[config.mk]
export PLATFORM = sky130hd
export DESIGN_NAME = hazard_ctrl_flat
export DESIGN_NICKNAME = d
export VERILOG_FILES = /design/src/rtl/hazard_ctrl_pkg.sv /design/src/rtl/hazard_ctrl_if.sv /design/src/rtl/hazard_ctrl_decode.sv /design/src/rtl/hazard_ctrl.sv /design/src/flat_wrapper.sv
export SDC_FILE = /design/constraint.sdc
export NUM_CORES = 1
export LEC_CHECK = 0
export CAP_MARGIN = 25
export CORE_MARGIN = 2
export CORE_UTILIZATION = 28
export DETAILED_ROUTE_END_ITERATION = 8
export PLACE_DENSITY = 0.93
export SLEW_MARGIN = 40
export SYNTH_ARGS = -nofsm -noshare
export SYNTH_HDL_FRONTEND = slang
export SYNTH_SLANG_ARGS = --single-unit
[constraint.sdc]
create_clock -name clock -period 2 [get_ports clock]
set_clock_uncertainty 0.2 [all_clocks]
set_input_delay 0.3 -clock clock [delete_from_list [all_inputs] [get_ports clock]]
set_output_delay 0.3 -clock clock [all_outputs]
set_load 0.02 [all_outputs]
[src/rtl/hazard_ctrl_pkg.sv]
// Shared decode constants, field helpers and types for the hazard controller.
// Latency: n/a (declarations only).
// Backpressure: n/a.
package hazard_ctrl_pkg;

  localparam logic [4:0] OP_RTYPE = 5'b00000;
  localparam logic [4:0] OP_J     = 5'b00001;
  localparam logic [4:0] OP_BNE   = 5'b00010;
  localparam logic [4:0] OP_JAL   = 5'b00011;
  localparam logic [4:0] OP_JR    = 5'b00100;
  localparam logic [4:0] OP_BLT   = 5'b00110;
  localparam logic [4:0] OP_SW    = 5'b00111;
  localparam logic [4:0] OP_LW    = 5'b01000;
  localparam logic [4:0] OP_BEX   = 5'b10110;

  localparam logic [4:0] ALU_MUL  = 5'b00110;
  localparam logic [4:0] ALU_DIV  = 5'b00111;

  typedef enum logic [0:0] {
    ST_IDLE = 1'b0,
    ST_RUN  = 1'b1
  } state_t;

  // Registers an FD instruction reads, each with a qualifier.
  typedef struct packed {
    logic       rs_vld;
    logic [4:0] rs;
    logic       rt_vld;
    logic [4:0] rt;
    logic       rd_vld;
    logic [4:0] rd;
  } rd_set_t;

  // Control outputs, kept together so reset gating is a single assignment.
  typedef struct packed {
    logic stall_pc;
    logic stall_fd;
    logic stall_dx;
    logic nop_dx;
    logic nop_xm;
    logic flush_fd;
    logic ctrl_mult;
    logic ctrl_div;
    logic md_capture;
    logic md_exc;
    logic md_timeout;
    logic md_busy;
  } ctrl_out_t;

  function automatic logic [4:0] get_op(input logic [31:0] ir);
    return ir[31:27];
  endfunction

  function automatic logic [4:0] get_rd(input logic [31:0] ir);
    return ir[26:22];
  endfunction

  function automatic logic [4:0] get_rs(input logic [31:0] ir);
    return ir[21:17];
  endfunction

  function automatic logic [4:0] get_rt(input logic [31:0] ir);
    return ir[16:12];
  endfunction

  function automatic logic [4:0] get_aluop(input logic [31:0] ir);
    return ir[6:2];
  endfunction

endpackage

[src/rtl/hazard_ctrl_if.sv]
// Pipeline <-> hazard controller signal bundle.
// Latency: n/a (wires only).
// Backpressure: n/a; stalls are the controller's outputs.
interface hazard_ctrl_if;

  logic [31:0] fd_out_ir;
  logic [31:0] dx_out_ir;
  logic        ctrl_taken;
  logic        md_result_ready;
  logic        md_exception;

  logic        stall_pc;
  logic        stall_fd;
  logic        stall_dx;
  logic        nop_dx;
  logic        nop_xm;
  logic        flush_fd;
  logic        ctrl_mult;
  logic        ctrl_div;
  logic        md_capture;
  logic        md_exc;
  logic        md_timeout;
  logic        md_busy;

  // Controller side: observes pipeline state, drives stall/flush/multdiv controls.
  modport master (
    input  fd_out_ir, dx_out_ir, ctrl_taken, md_result_ready, md_exception,
    output stall_pc, stall_fd, stall_dx, nop_dx, nop_xm, flush_fd,
    output ctrl_mult, ctrl_div, md_capture, md_exc, md_timeout, md_busy
  );

  // Pipeline side.
  modport slave (
    output fd_out_ir, dx_out_ir, ctrl_taken, md_result_ready, md_exception,
    input  stall_pc, stall_fd, stall_dx, nop_dx, nop_xm, flush_fd,
    input  ctrl_mult, ctrl_div, md_capture, md_exc, md_timeout, md_busy
  );

endinterface

[src/rtl/hazard_ctrl_decode.sv]
// Instruction decode for hazard detection: DX lw/multdiv flags, FD read set.
// Latency: combinational.
// Backpressure: none.
module hazard_decode
  import hazard_ctrl_pkg::*;
(
  input  logic [31:0] fd_ir,
  input  logic [31:0] dx_ir,
  output logic        dx_is_lw,
  output logic        dx_is_md,
  output logic        dx_is_mul,
  output logic [4:0]  dx_rd,
  output rd_set_t     fd_rd_set
);

  logic [4:0] dx_op;
  logic [4:0] dx_alu;
  logic [4:0] fd_op;
  logic       fd_is_jump;
  logic       unused_bits;

  assign dx_op  = get_op(dx_ir);
  assign dx_alu = get_aluop(dx_ir);
  assign fd_op  = get_op(fd_ir);

  // Opcodes whose register fields are target bits, not sources; jr is
  // handled separately through its rd read.
  assign fd_is_jump = (fd_op == OP_J) || (fd_op == OP_JAL) ||
                      (fd_op == OP_JR) || (fd_op == OP_BEX);

  // DX-side decode flags.
  always_comb begin
    dx_is_lw  = (dx_op == OP_LW);
    dx_is_mul = (dx_op == OP_RTYPE) && (dx_alu == ALU_MUL);
    dx_is_md  = (dx_op == OP_RTYPE) && ((dx_alu == ALU_MUL) || (dx_alu == ALU_DIV));
    dx_rd     = get_rd(dx_ir);
  end

  // FD read set; sw's rd is its store data and is served by forwarding, so it is not listed.
  always_comb begin
    fd_rd_set        = '0;
    fd_rd_set.rs_vld = !fd_is_jump;
    fd_rd_set.rs     = get_rs(fd_ir);
    fd_rd_set.rt_vld = (fd_op == OP_RTYPE);
    fd_rd_set.rt     = get_rt(fd_ir);
    fd_rd_set.rd_vld = (fd_op == OP_BNE) || (fd_op == OP_BLT) || (fd_op == OP_JR);
    fd_rd_set.rd     = get_rd(fd_ir);
  end

  assign unused_bits = ^{fd_ir[11:0], dx_ir[21:7], dx_ir[1:0]};

endmodule

[src/rtl/hazard_ctrl.sv]
// Pipeline stall/flush control: load-use bubble, multdiv sequencing, branch flush.
// Latency: outputs combinational from inputs and FSM state; one state register.
// Backpressure: holds PC/FD/DX while a multdiv runs, up to MD_TIMEOUT cycles.
module hazard_ctrl
  import hazard_ctrl_pkg::*;
#(
  parameter int MD_TIMEOUT = 40,
  parameter int CNT_W      = 6
) (
  input  logic          clock,
  input  logic          reset,
  hazard_ctrl_if.master bus
);

  state_t     state;
  state_t     state_nxt;
  logic [CNT_W-1:0] cnt;
  logic [CNT_W-1:0] cnt_nxt;
  ctrl_out_t  o;

  logic       dx_is_lw;
  logic       dx_is_md;
  logic       dx_is_mul;
  logic [4:0] dx_rd;
  rd_set_t    fd_rd_set;
  logic       load_use;

  hazard_decode u_decode (
    .fd_ir     (bus.fd_out_ir),
    .dx_ir     (bus.dx_out_ir),
    .dx_is_lw  (dx_is_lw),
    .dx_is_md  (dx_is_md),
    .dx_is_mul (dx_is_mul),
    .dx_rd     (dx_rd),
    .fd_rd_set (fd_rd_set)
  );

  // Load-use: FD reads the register a DX load is still fetching; r0 never stalls.
  always_comb begin
    load_use = dx_is_lw && (dx_rd != 5'd0) &&
               ((fd_rd_set.rs_vld && (fd_rd_set.rs == dx_rd)) ||
                (fd_rd_set.rt_vld && (fd_rd_set.rt == dx_rd)) ||
                (fd_rd_set.rd_vld && (fd_rd_set.rd == dx_rd)));
  end

  // State and wait counter; reset abandons any multdiv in flight.
  always_ff @(posedge clock) begin
    if (reset) begin
      state <= ST_IDLE;
      cnt   <= '0;
    end else begin
      state <= state_nxt;
      cnt   <= cnt_nxt;
    end
  end

  // Next state and control outputs.
  always_comb begin
    o         = '0;
    state_nxt = state;
    cnt_nxt   = cnt;

    // A taken redirect squashes FD and DX; it cannot arrive while RUN holds X.
    o.flush_fd = bus.ctrl_taken;
    o.nop_dx   = bus.ctrl_taken;

    case (state)
      ST_IDLE: begin
        // A multdiv in DX being squashed by the redirect must not be started.
        if (dx_is_md && !bus.ctrl_taken) begin
          o.ctrl_mult = dx_is_mul;
          o.ctrl_div  = !dx_is_mul;
          o.stall_pc  = 1'b1;
          o.stall_fd  = 1'b1;
          o.stall_dx  = 1'b1;
          o.nop_xm    = 1'b1;
          cnt_nxt     = '0;
          state_nxt   = ST_RUN;
        end else if (load_use && !bus.ctrl_taken) begin
          o.stall_pc = 1'b1;
          o.stall_fd = 1'b1;
          o.nop_dx   = 1'b1;
        end
      end
      ST_RUN: begin
        o.md_busy = 1'b1;
        if (bus.md_result_ready) begin
          // Result goes into X/M and the pipeline advances in this same cycle.
          o.md_capture = 1'b1;
          o.md_exc     = bus.md_exception;
          state_nxt    = ST_IDLE;
        end else if (cnt == CNT_W'(MD_TIMEOUT - 1)) begin
          // Give up: the multdiv retires as a bubble into X/M.
          o.md_timeout = 1'b1;
          o.nop_xm     = 1'b1;
          state_nxt    = ST_IDLE;
        end else begin
          o.stall_pc = 1'b1;
          o.stall_fd = 1'b1;
          o.stall_dx = 1'b1;
          o.nop_xm   = 1'b1;
          cnt_nxt    = cnt + CNT_W'(1);
        end
      end
      default: begin
        state_nxt = ST_IDLE;
      end
    endcase
  end

  // Outputs are quiet while reset is held so the pipeline sees no stray pulse.
  always_comb begin
    {bus.stall_pc, bus.stall_fd, bus.stall_dx, bus.nop_dx, bus.nop_xm, bus.flush_fd,
     bus.ctrl_mult, bus.ctrl_div, bus.md_capture, bus.md_exc, bus.md_timeout,
     bus.md_busy} = reset ? '0 : o;
  end

endmodule

[src/flat_wrapper.sv]
// flat-port wrapper written by rule: the top's interface ports become plain ports
module hazard_ctrl_flat import hazard_ctrl_pkg::*;
#(
  parameter int MD_TIMEOUT = 40,
  parameter int CNT_W      = 6
)
  (clock, reset, bus_fd_out_ir, bus_dx_out_ir, bus_ctrl_taken, bus_md_result_ready, bus_md_exception, bus_stall_pc, bus_stall_fd, bus_stall_dx, bus_nop_dx, bus_nop_xm, bus_flush_fd, bus_ctrl_mult, bus_ctrl_div, bus_md_capture, bus_md_exc, bus_md_timeout, bus_md_busy);
  hazard_ctrl_if bus_i ();
  input  logic clock;
  input  logic reset;
  input wire logic [$bits(bus_i.fd_out_ir)-1:0] bus_fd_out_ir;
  input wire logic [$bits(bus_i.dx_out_ir)-1:0] bus_dx_out_ir;
  input wire logic [$bits(bus_i.ctrl_taken)-1:0] bus_ctrl_taken;
  input wire logic [$bits(bus_i.md_result_ready)-1:0] bus_md_result_ready;
  input wire logic [$bits(bus_i.md_exception)-1:0] bus_md_exception;
  output wire logic [$bits(bus_i.stall_pc)-1:0] bus_stall_pc;
  output wire logic [$bits(bus_i.stall_fd)-1:0] bus_stall_fd;
  output wire logic [$bits(bus_i.stall_dx)-1:0] bus_stall_dx;
  output wire logic [$bits(bus_i.nop_dx)-1:0] bus_nop_dx;
  output wire logic [$bits(bus_i.nop_xm)-1:0] bus_nop_xm;
  output wire logic [$bits(bus_i.flush_fd)-1:0] bus_flush_fd;
  output wire logic [$bits(bus_i.ctrl_mult)-1:0] bus_ctrl_mult;
  output wire logic [$bits(bus_i.ctrl_div)-1:0] bus_ctrl_div;
  output wire logic [$bits(bus_i.md_capture)-1:0] bus_md_capture;
  output wire logic [$bits(bus_i.md_exc)-1:0] bus_md_exc;
  output wire logic [$bits(bus_i.md_timeout)-1:0] bus_md_timeout;
  output wire logic [$bits(bus_i.md_busy)-1:0] bus_md_busy;
  assign bus_i.fd_out_ir = bus_fd_out_ir;
  assign bus_i.dx_out_ir = bus_dx_out_ir;
  assign bus_i.ctrl_taken = bus_ctrl_taken;
  assign bus_i.md_result_ready = bus_md_result_ready;
  assign bus_i.md_exception = bus_md_exception;
  assign bus_stall_pc = bus_i.stall_pc;
  assign bus_stall_fd = bus_i.stall_fd;
  assign bus_stall_dx = bus_i.stall_dx;
  assign bus_nop_dx = bus_i.nop_dx;
  assign bus_nop_xm = bus_i.nop_xm;
  assign bus_flush_fd = bus_i.flush_fd;
  assign bus_ctrl_mult = bus_i.ctrl_mult;
  assign bus_ctrl_div = bus_i.ctrl_div;
  assign bus_md_capture = bus_i.md_capture;
  assign bus_md_exc = bus_i.md_exc;
  assign bus_md_timeout = bus_i.md_timeout;
  assign bus_md_busy = bus_i.md_busy;
  hazard_ctrl #(.MD_TIMEOUT(MD_TIMEOUT), .CNT_W(CNT_W)) u_core (.clock(clock), .reset(reset), .bus(bus_i));
endmodule
# Word-level counts from Yosys, hierarchy flattened

Index checks and enable logic that the tools add are counted.

Add/sub/neg operators: 1
Equality and inequality tests: 16
Muxes and demuxes: 25
Bitwise logic cells: 1
Reductions and logical operators: 24

Operators by type and width:

| cell                                                | count |
|---|---|
| equality test 5 x 3 -> 1 bit, second input constant | 4 |
| 2-to-1 mux 6 bit                                    | 3 |
| equality test 5 bit                                 | 3 |
| 2-to-1 mux 12 bit                                   | 1 |
| one-hot mux 6 bit (2 select lines)                  | 1 |
| equality test 5 x 2 -> 1 bit, second input constant | 2 |
| logical NOT 5 bit                                   | 2 |
| 2-to-1 mux 2 bit                                    | 5 |
| logical AND 1 bit                                   | 9 |
| 2-to-1 mux 1 bit                                    | 9 |
| logical OR 1 bit                                    | 8 |
| adder 6 x 1 -> 6 bit, second input constant         | 1 |
| equality test 6 bit, second input constant          | 1 |
| 2-to-1 mux 3 bit                                    | 2 |
| one-hot mux 3 bit (2 select lines)                  | 1 |
| equality test 5 x 1 -> 1 bit, second input constant | 1 |
| equality test 5 x 4 -> 1 bit, second input constant | 1 |
| equality test 5 bit, second input constant          | 1 |
| nonzero test 5 bit                                  | 1 |
| 2-to-1 mux 4 bit                                    | 1 |
| inequality test 2 bit, second input constant        | 2 |
| one-hot mux 1 bit (2 select lines)                  | 2 |
| logical NOT 1 bit                                   | 3 |
| AND reduction 3 bit                                 | 1 |
| other kinds (2)                                     | 2 |

Register bits: 7
Input bits: 69
Output and inout bits: 12
Word-level logic and storage cells: 69

# Longest topological paths before layout

Depth after elaboration: 14
Mapped depth: 6
Gate-level depth less buffers: 6

# Modules after synthesis

From an unflattened synthesis, not the netlist that was laid out.

Cells, all modules: 115
Area total of the unflattened synthesis: 889.6 um2

Modules (own cells, without submodules):

| module        | instances | cells an instance | area each (um2) | seq. area each (um2) |
|---|---|---|---|---|
| hazard_ctrl   | 1         | 81                | 645.6           | 140.1 |
| hazard_decode | 1         | 34                | 244.0           | 0.0 |

# Worst setup path after synthesis

OpenSTA, ideal clock, no wires.

Path kind: input to output
Start point: input port bus_dx_out_ir[31]
End point: output port bus_stall_pc
Data arrival time: 1882 ps
Data required time: 1500 ps
Path slack: -382 ps
Stages on the path: 5
Buffers on the path: 1
Cell sequence: nor4_4 a32oi_1 nor3_1 o21bai_1 buf_4

Longest elaborated chain between the ends: 8
Elaborated cells on any way between the ends: 11
Classes of those cells: eq/ne: 1; mux: 4; reduce/logical: 6

RTL lines:

| element                                | RTL line                 | RTL |
|---|---|---|
| from (decl)                            | flat_wrapper.sv:12       | `input wire logic [$bits(bus_i.dx_out_ir)-1:0] bus_dx_out_ir;` |
| equality test 5 x 4 -> 1 bit           | hazard_ctrl_decode.sv:33 | `dx_is_lw = (dx_op == OP_LW);` |
| logical AND 1 bit (2 in a row)         | hazard_ctrl.sv:40        | `load_use = dx_is_lw && (dx_rd != 5'd0) &&` |
| logical AND 1 bit                      | hazard_ctrl.sv:79        | `end else if (load_use && !bus.ctrl_taken) begin` |
| 2-to-1 mux 2 bit                       | hazard_ctrl.sv:79        |  |
| 2-to-1 mux 2 bit (*)                   | hazard_ctrl.sv:70        | `if (dx_is_md && !bus.ctrl_taken) begin` |
| one-hot mux 3 bit (2 select lines) (*) | hazard_ctrl.sv:67        | `case (state)` |
| 2-to-1 mux 12 bit (*)                  | hazard_ctrl.sv:115       | `bus.md_busy} = reset ? '0 : o;` |
| to (decl)                              | flat_wrapper.sv:16       | `output wire logic [$bits(bus_i.stall_pc)-1:0] bus_stall_pc;` |

Mark *: on every way between the ends. The rest lies on a longest branch, timed or not.

# Worst setup path after layout

Start point: input port bus_fd_out_ir[27]
End point: output port bus_stall_fd

Longest elaborated chain between the ends: 14
Elaborated cells on any way between the ends: 24
Classes of those cells: eq/ne: 6; mux: 4; reduce/logical: 14

RTL lines:

| element                                                                      | RTL line                 | RTL |
|---|---|---|
| from (decl)                                                                  | flat_wrapper.sv:11       | `input wire logic [$bits(bus_i.fd_out_ir)-1:0] bus_fd_out_ir;` |
| equality test 5 x 1 -> 1 bit or equality test 5 x 2 -> 1 bit (tied branches) | hazard_ctrl_decode.sv:28 | `assign fd_is_jump = (fd_op == OP_J) \|\| (fd_op == OP_JAL) \|\|` |
| logical OR 1 bit (2 in a row)                                                | hazard_ctrl_decode.sv:28 |  |
| logical OR 1 bit                                                             | hazard_ctrl_decode.sv:29 | `(fd_op == OP_JR) \|\| (fd_op == OP_BEX);` |
| logical NOT 1 bit                                                            | hazard_ctrl_decode.sv:42 | `fd_rd_set.rs_vld = !fd_is_jump;` |
| logical AND 1 bit                                                            | hazard_ctrl.sv:41        | `((fd_rd_set.rs_vld && (fd_rd_set.rs == dx_rd)) \|\|` |
| logical OR 1 bit                                                             | hazard_ctrl.sv:41        |  |
| logical OR 1 bit (*)                                                         | hazard_ctrl.sv:42        | `(fd_rd_set.rt_vld && (fd_rd_set.rt == dx_rd)) \|\|` |
| logical AND 1 bit (*)                                                        | hazard_ctrl.sv:40        |  |
| logical AND 1 bit (*)                                                        | hazard_ctrl.sv:79        |  |
| 2-to-1 mux 2 bit (*)                                                         | hazard_ctrl.sv:79        |  |
| 2-to-1 mux 2 bit (*)                                                         | hazard_ctrl.sv:70        |  |
| one-hot mux 3 bit (2 select lines) (*)                                       | hazard_ctrl.sv:67        |  |
| 2-to-1 mux 12 bit (*)                                                        | hazard_ctrl.sv:115       |  |
| to (decl)                                                                    | flat_wrapper.sv:17       | `output wire logic [$bits(bus_i.stall_fd)-1:0] bus_stall_fd;` |

Marks and branches as above.

==> metrics <==
Slew @ Worst Pin=287 ps; Final Max Slew Viols=0; critical path arrival=1800 ps; Rows=18; largest net degree at the start of global routing=15; hold_buf cts=0; top-count cell post-synth=xnor2_1; Post-synth EDFFs=0; status=finished, violations left; vias in the first global route=around 1200; Unique masters post-synth=41; setup slack, reg-to-reg=90 ps; Clock Latency Late Sink=250 ps; post-DR vias/cell=5.50; final instance area=1730 µm²; Flop pwr share=29.9%; DP Area=1500 µm²; setup TNS=-971 ps; RSZ-0062 raised after global routing=true; Pwr Total=about 460 µW; Mapped Area=743 µm²; Synthesized Nets=165; Rel. slew slack=80.8%; GRT overflow=0; Reg-to-Reg Start=u_core.state; WP data required=1500 ps; area delta synth->final=132%; initial antenna violation count=0; routability cong.=0.951; post-DR wirelength/cell=between 15 and 20 µm; #FFs+latches synth=7; DRT iter0 DRCs=50; Nets=253; ys flop type=dfxtp_1; Worst Hold Class=reg2reg; CTS buffer count=3; met1 Use GR=24.3%; Setup crit end kind=output port; Psw=141 µW; Fillers=173; Hold EP=u_core.cnt[5]; Clock Sinks=7; total track usage=22.7%; cells taking the most area after synthesis=dfxtp_1, xnor2_1, nor2_1, nand3_1, nor3_1; RR Endpoint=u_core.cnt[4]; die height=55.5 µm; setup ws final=-298 ps; Int Pwr=321 µW; Final Hold Viols=0; Leakage Power=roughly 0.00078 µW; Diodes inserted=0; ys async rst share=0%; sw frac=30.5%; commonest cells in the netlist=xnor2_1, nor2_1, dfxtp_1; M3 GR Usage=between 4 and 5%; length of the first detailed-routing pass in iterations=4; crit-path max FO=2; most used routing layer=met2; CTS max path bufs=2; Post-Syn Instances=95; Antenna Nets Post-Route=0; post-synth top area share=18.9%; CTS tree=yes; Final period util=115%; IO Count=81; routed wire length=between 4 and 5 mm; YS warnings=0; Die X=55.5 µm; starting density of the core=29.7%; Setup CP Type=in2out; hold depth=1; combinational share of power=between 40% and 50%; number of vias in the routed layout=approximately 1200; R2R depth=8; fin crit period=between 2000 and 2500 ps; layout cells sized above 1=51.6%; dpl hpwl=2.36 mm; min-delay src=u_core.cnt[5]; CP Launch Type=primary input; Yosys top cell by area=dfxtp_1; H-tree Lvls=1; VDD IR max=around 0.34 mV; post-synthesis sequential area ratio=about a fifth; clock root cell=clkbuf_4; max-cap violation count=0; grt met2 use=43.7%; core footprint=2500 µm²; CTS clk-pin slew, worst paths=~50 ps; max frequency=0.435 GHz; PD cells=between 200 and 300 nW/µm²; Die Area=3080 µm²; Port Buffers=51; Clock power frac=27.5%; failing checks=negative setup slack; final-report setup violation count=6; Mean Syn Cell Area=between 7 and 8 µm²; DRC viols=0; first-pass GRT wire length=5.59 mm
[critical path, cell delays in order]
cell and delay (ps):
buf_8 100, or4b_4 540, a31oi_4 230, nor4_4 70, nor3_2 210, buf_4 150, o21bai_4 60, buf_6 130
[cell usage in the layout (no fill, tap or decap), types with 2 or more instances in the layout]
| master | netlist | routed |
|---|---|---|
| buf_2 | 1 | 8 |
| nor3b_4 | 0 | 2 |
| dfxtp_2 | 0 | 2 |
| and3_1 | 3 | 2 |
| buf_6 | 0 | 8 |
| nand4b_1 | 2 | 2 |
| inv_1 | 3 | 3 |
| xor2_1 | 3 | 2 |
| a22oi_1 | 2 | 2 |
| nand4_1 | 2 | 2 |
| clkdlybuf4s50_1 | 0 | 7 |
| nor2_1 | 11 | 9 |
| nor4_4 | 1 | 2 |
| a21oi_1 | 3 | 3 |
| clkbuf_2 | 0 | 7 |
| dfxtp_1 | 7 | 4 |
| buf_8 | 0 | 2 |
| nand3_2 | 0 | 2 |
| xnor2_2 | 0 | 5 |
| nand3_1 | 6 | 4 |
| buf_4 | 1 | 33 |
| clkdlybuf4s15_1 | 0 | 2 |
| dlygate4sd2_1 | 0 | 12 |
| nand2_1 | 5 | 5 |
| dlymetal6s2s_1 | 0 | 7 |
| nor3_2 | 1 | 2 |
| xnor2_1 | 12 | 7 |
| clkbuf_4 | 0 | 3 |
| nor3_1 | 6 | 4 |
[state kept, by name, summed over array words and instances (netlist names)]
register	count
u_core.cnt	6
u_core.state	1
[power groups by stage]
stage	Sequential [µW]	Clock, µW	Combinational [µW]
floorplan	143	0	46.6
global placement	143	0	163
detailed placement	143	0	168
CTS	140	131	169
global route	138	140	207
finish	138	127	197
[routing by layer]
layer / routed length (µm) / vias up
met4: 180 / 0
li1: - / 532
met3: 286 / 18
met5: 0 / -
met2: 2080 / 70
met1: 1470 / 547
[final cells by class]
type	count	area [µm²]	share of cell area (%)
clock buffers	4	26.3	1.52
inverters	3	11.3	0.652
multi-input cells	82	779	45.1
flip-flops and latches	7	146	8.48
well taps	30	37.5	2.17
repair buffers	86	726	42.0
[stage by stage]
stage | util [%] | worst slack [ps] | instances | hold slack (ps)
floorplan | - | -62.5 | 95 | 172
global placement | 59.8 | -968 | 198 | 278
detailed placement | 59.8 | -1030 | 198 | 297
CTS | 65.8 | -292 | 209 | 304
global route | 69.1 | -354 | 212 | 323
finish | 69.1 | -298 | 212 | 328
[what timing repair did]
item	in CTS	in global routing
resized for setup	126	36
setup buffers	7	3
hold endpoints to repair	0	0
pin swaps	26	20
setup endpoints to repair	15	10
[kinds of logic after synthesis]
logic type,Yosys count,synth area share (%)
AO/OA/AOI/OAI,15,14.8
XOR/XNOR,15,17.7
adder cells (fa/ha/maj),1,1.68
buffers and inverters,6,3.70
flip-flops,7,18.9
multiplexers,1,1.35
AND/OR/NAND/NOR,50,41.9
[worst max path at each step]
stage | startpoint | cells past startpoint | slack [ps] | to
after floorplan | bus_dx_out_ir[25] | 5 | -60 | bus_nop_dx
final | bus_fd_out_ir[27] | 8 | -300 | bus_stall_fd
after global routing | bus_fd_out_ir[27] | 8 | -350 | bus_stall_pc
after detailed placement | bus_dx_out_ir[24] | 7 | -1030 | bus_nop_dx
after global placement | bus_dx_out_ir[24] | 7 | -970 | bus_nop_dx
after CTS | bus_fd_out_ir[31] | 8 | -290 | bus_stall_fd
(Power assumes the default switching activity.)
